--- config.mk ---
export PLATFORM = sky130hd
export DESIGN_NAME = iterative_shifter
export DESIGN_NICKNAME = d
export VERILOG_FILES = /design/src/rtl/shift_pkg.sv /design/src/rtl/shift_step.sv /design/src/rtl/iterative_shifter.sv
export SDC_FILE = /design/constraint.sdc
export NUM_CORES = 1
export LEC_CHECK = 0
export CAP_MARGIN = 20
export CORE_MARGIN = 4
export CORE_UTILIZATION = 45
export CTS_CLUSTER_SIZE = 20
export DETAILED_ROUTE_END_ITERATION = 6
export PLACE_DENSITY = 0.74
export SYNTH_ARGS = -nofsm -noshare
export SYNTH_HDL_FRONTEND = slang
export SYNTH_SLANG_ARGS = --single-unit
--- constraint.sdc ---
create_clock -name clk_i -period 2.3 [get_ports clk_i]
set_clock_uncertainty 0.15 [all_clocks]
set_input_delay 0.46 -clock clk_i [delete_from_list [all_inputs] [get_ports clk_i]]
set_output_delay 0.46 -clock clk_i [all_outputs]
set_load 0.02 [all_outputs]
--- src/rtl/shift_pkg.sv ---
// Shared definitions for the iterative shifter: operation codes, FSM states
// and default geometry.
package shift_pkg;

  localparam int WIDTH_DEFAULT   = 32;
  localparam int SHAMT_W_DEFAULT = 5;

  typedef enum logic [1:0] {
    OP_SLL = 2'b00,
    OP_SRL = 2'b01,
    OP_SRA = 2'b10,
    OP_ROR = 2'b11
  } op_e;

  typedef enum logic [1:0] {
    ST_IDLE = 2'b00,
    ST_BUSY = 2'b01,
    ST_DONE = 2'b10
  } state_e;

endpackage

--- src/rtl/shift_step.sv ---
// Single-bit shift step. Given the current working word and the operation,
// produces the word after one bit of shifting.
// Optional feature: define ITER_SHIFT_ROTATE_EN to make OP_ROR a rotate-right;
// otherwise OP_ROR behaves as a logical right shift.
module shift_step
  import shift_pkg::*;
#(
  parameter int WIDTH = WIDTH_DEFAULT
) (
  input  op_e              op,
  input  logic [WIDTH-1:0] w,
  output logic [WIDTH-1:0] next_w
);

  // One-bit step selected by the latched operation
  always_comb begin
    next_w = {1'b0, w[WIDTH-1:1]};
    case (op)
      OP_SLL: next_w = {w[WIDTH-2:0], 1'b0};
      OP_SRL: next_w = {1'b0, w[WIDTH-1:1]};
      OP_SRA: next_w = {w[WIDTH-1], w[WIDTH-1:1]};
`ifdef ITER_SHIFT_ROTATE_EN
      OP_ROR: next_w = {w[0], w[WIDTH-1:1]};
`else
      OP_ROR: next_w = {1'b0, w[WIDTH-1:1]};
`endif
      default: next_w = {1'b0, w[WIDTH-1:1]};
    endcase
  end

endmodule

--- src/rtl/iterative_shifter.sv ---
// Multi-cycle shift unit: shifts one bit per clock under a start/busy/done
// handshake so the execute stage needs no wide barrel shifter.
// Optional feature macro: ITER_SHIFT_ROTATE_EN (enables rotate-right on op=11).
module iterative_shifter
  import shift_pkg::*;
#(
  parameter int WIDTH   = WIDTH_DEFAULT,
  parameter int SHAMT_W = SHAMT_W_DEFAULT
) (
  input  logic               clk_i,
  input  logic               rst_i,
  input  logic               start_i,
  input  logic [1:0]         op_i,
  input  logic [WIDTH-1:0]   data_i,
  input  logic [SHAMT_W-1:0] shamt_i,
  output logic               busy_o,
  output logic               done_o,
  output logic [WIDTH-1:0]   data_o
);

  state_e             state;
  op_e                op_q;
  logic [WIDTH-1:0]   work;
  logic [WIDTH-1:0]   next_work;
  logic [SHAMT_W-1:0] count;

  shift_step #(
    .WIDTH(WIDTH)
  ) u_step (
    .op    (op_q),
    .w     (work),
    .next_w(next_work)
  );

  // Control FSM with registered busy/done/data outputs; a new request may be
  // accepted from IDLE or from the DONE cycle for back-to-back operation
  always_ff @(posedge clk_i) begin
    if (rst_i) begin
      state  <= ST_IDLE;
      op_q   <= OP_SLL;
      work   <= '0;
      count  <= '0;
      busy_o <= 1'b0;
      done_o <= 1'b0;
      data_o <= '0;
    end else begin
      case (state)
        ST_IDLE, ST_DONE: begin
          state  <= ST_IDLE;
          busy_o <= 1'b0;
          done_o <= 1'b0;
          if (start_i) begin
            op_q  <= op_e'(op_i);
            work  <= data_i;
            count <= shamt_i;
            if (shamt_i == '0) begin
              state  <= ST_DONE;
              done_o <= 1'b1;
              data_o <= data_i;
            end else begin
              state  <= ST_BUSY;
              busy_o <= 1'b1;
            end
          end
        end
        ST_BUSY: begin
          work  <= next_work;
          count <= count - SHAMT_W'(1);
          if (count == SHAMT_W'(1)) begin
            state  <= ST_DONE;
            busy_o <= 1'b0;
            done_o <= 1'b1;
            data_o <= next_work;
          end
        end
        default: begin
          state  <= ST_IDLE;
          busy_o <= 1'b0;
          done_o <= 1'b0;
        end
      endcase
    end
  end

endmodule
==> run metrics <==
status=completed; WHS=0.334 ns; vias in the first global route=around 2,700; Worst EP required=~2.4 ns; area of the multi-input gates=1490 um2; starting density of the core=47.2%; Vias=2,636; Via density=5.61; RSZ-0062 raised after global routing=no; die height=just over 90 um; 1st-pass router iterations=4; R2R Path Start=count[0]$_SDFFE_PP0P_; CTS root buffer=clkbuf_8; depth of the worst register-to-register path=5; met1 global-route usage=24.2%; peak supply drop=0.000359 V; largest area contributor in the netlist=dfxtp_1; Worst Path Max Fanout=30; internal reg-to-reg setup slack=between 0.15 and 0.2 ns; TritonCTS clock tree=built; worst slack, placed=-0.140 ns; largest net degree at the start of global routing=76; top-level port count=76; Pwr Total=0.00290 W; setup repair bufs after CTS=0; Antenna Cells=0; clock slew at reported path FFs=0.08 ns; first-pass GRT wire length=12,500 um; register bit total from synthesis=73; drt wl/cell=around 16 um; Cells after Synth=314; die area=8190 um2; remaining global-route overflow=0; GR peak layer=met2; TNS Setup=0 ns; Crit. Startpoint=count[0]$_SDFFE_PP0P_; number of distinct library cells after synthesis=26; CP arrival=between 2 and 2.5 ns; last element of the critical path=data_o[17]$_SDFFE_PP0P_; Critical Path End Type=flip-flop; GRT Resource Usage Total=18.6%; reg2reg end=data_o[17]$_SDFFE_PP0P_; DRC viols=0; drt total wl=between 7000 and 8000 um; worst hold path depth=1; Avg Inst Size Synth=just under 10 um2; remaining antenna violation count after routing=0; area occupied by registers=1460 um2; slew margin rel.=48.8%; post-cts sizing count=0; Max Cap Viol=0; fin crit share=91.8%; Detailed Place HPWL=4940 um; Syn Nets=358; clk buf depth=2; worst hold-check path type=reg -> reg; sequential share of the synthesized area=47.7%; IO buf count=75; nets=between 400 and 500; insertion delay to the later sink of the worst-skew pair=about 0.34 ns; initial antenna violation count=0; synthesized area=just over 3000 um2; CTS Buf Count=9; crit path kind=reg -> reg; PwrDens=703 nW/um2; Final Wtd Congestion=0.866; layout cells sized above 1=9.16%; Row Count=29; Synth area leaders=dfxtp_1 48%, a22o_1 17%, mux2i_1 10%; global-route track usage on met2=28.8%; Final WS setup=0.189 ns; Leak Pwr=1.75 nW; top achievable clock speed=0.474 GHz; initial drt markers=144; Slew Viols, Final=0; Final Util=63.4%; Worst-Margin Slew=0.766 ns; endpoints failing hold=0; Fill cells=560; Die Width=slightly above 90 um; Area Growth Syn to Fin=34.4%; critical path launch point type=flip-flop; H-Tree Level Count=3; YS warnings=0; min Tclk post-route=2.11 ns; CTS sink cnt=73; Yosys top cell area share=47.7%; core area=6490 um2; cts hold-fix bufs=0; met3 usage=3.83%; Final Setup Violations=0
## Yosys cell counts, drive strengths merged
| library cell | number |
|---|---|
| or4b | 1 |
| nand2 | 35 |
| o21ai | 32 |
| nor2b | 5 |
| nor2 | 18 |
| nor3 | 7 |
| a22o | 60 |
| a221oi | 4 |
| dfxtp | 73 |
| ha | 2 |
| mux2i | 31 |
| a211oi | 2 |
| o2bb2a | 1 |
| nor4b | 1 |
| inv | 2 |
| a22oi | 1 |
| buf | 9 |
| o311ai | 1 |
| a21oi | 9 |
| clkbuf | 16 |
| nand2b | 3 |
| nor4 | 1 |
## worst min path at each step
stage / slack, ns / startpoint / end
finish: 0.33 / data_o[3]$_SDFFE_PP0P_ / data_o[3]$_SDFFE_PP0P_
global route: 0.34 / data_o[9]$_SDFFE_PP0P_ / data_o[9]$_SDFFE_PP0P_
CTS: 0.34 / data_o[29]$_SDFFE_PP0P_ / data_o[29]$_SDFFE_PP0P_
detailed placement: 0.32 / data_o[29]$_SDFFE_PP0P_ / data_o[29]$_SDFFE_PP0P_
global placement: 0.31 / data_o[5]$_SDFFE_PP0P_ / data_o[5]$_SDFFE_PP0P_
floorplan: 0.30 / op_q[0]$_SDFFE_PP0P_ / op_q[0]$_SDFFE_PP0P_
## metrics by stage
stage / instance area (um2) / instances
final: 4120 / 470
after global routing: 4120 / 470
after CTS: 4120 / 470
after detailed placement: 3940 / 454
after global placement: 3940 / 454
after floorplan: 3060 / 314
## where the power goes
part | leakage [nW] | switching (W) | internal [W]
sequential | 0.596 | 0.0000687 | 0.00135
clock | 0.0993 | 0.000479 | 0.000447
combinational | 1.05 | 0.000282 | 0.000271
## registers in the layout, indices dropped and copies added, names as in the netlist
name    cells
done_o      1
work       32
op_q        2
busy_o      1
count       5
data_o     32
## logic make-up after synthesis
group | Yosys count | synth area share, %
AO/OA/AOI/OAI | 110 | 26.7
adder cells (fa/ha/maj) | 2 | 0.817
buffers and inverters | 27 | 4.29
flip-flops | 73 | 47.7
multiplexers | 31 | 10.1
AND/OR/NAND/NOR | 71 | 10.4
## metal layers
layer / routed length (um) / up-vias
met5: 0 / -
met3: 313 / 13
li1: - / 1313
met2: 3370 / 72
met1: 3610 / 1238
met4: 153 / 0
## cell type report
| cell class | count | share of cell area [%] |
|---|---|---|
| clock inverter | 5 | 0.699 |
| multi-input combinational | 214 | 36.1 |
| inverter | 2 | 0.182 |
| clock buffer | 11 | 3.68 |
| sequential | 73 | 35.5 |
| tap | 77 | 2.34 |
| timing repair buffer | 88 | 21.5 |
## layout by cell type (no fill, tap or decap), drive strengths merged
master         count
a211oi             2
a21oi              9
a221oi             4
a22o              60
a22oi              1
buf               13
clkbuf            11
clkdlybuf4s50     75
clkinv             4
dfxtp             73
ha                 2
inv                3
mux2i             31
nand2             35
nand2b             3
nor2              18
nor2b              5
nor3               7
nor4               1
nor4b              1
o21ai             32
o2bb2a             1
o311ai             1
or4b               1
## worst max-delay path: stages, from the launching register on
cell and delay [ns]:
dfxtp_1 0.40, ha_1 0.17, or4b_1 0.49, o2bb2a_4 0.27, nor2b_4 0.24, a22o_1 0.28
Note: power is estimated with default switching activity, not from simulation.
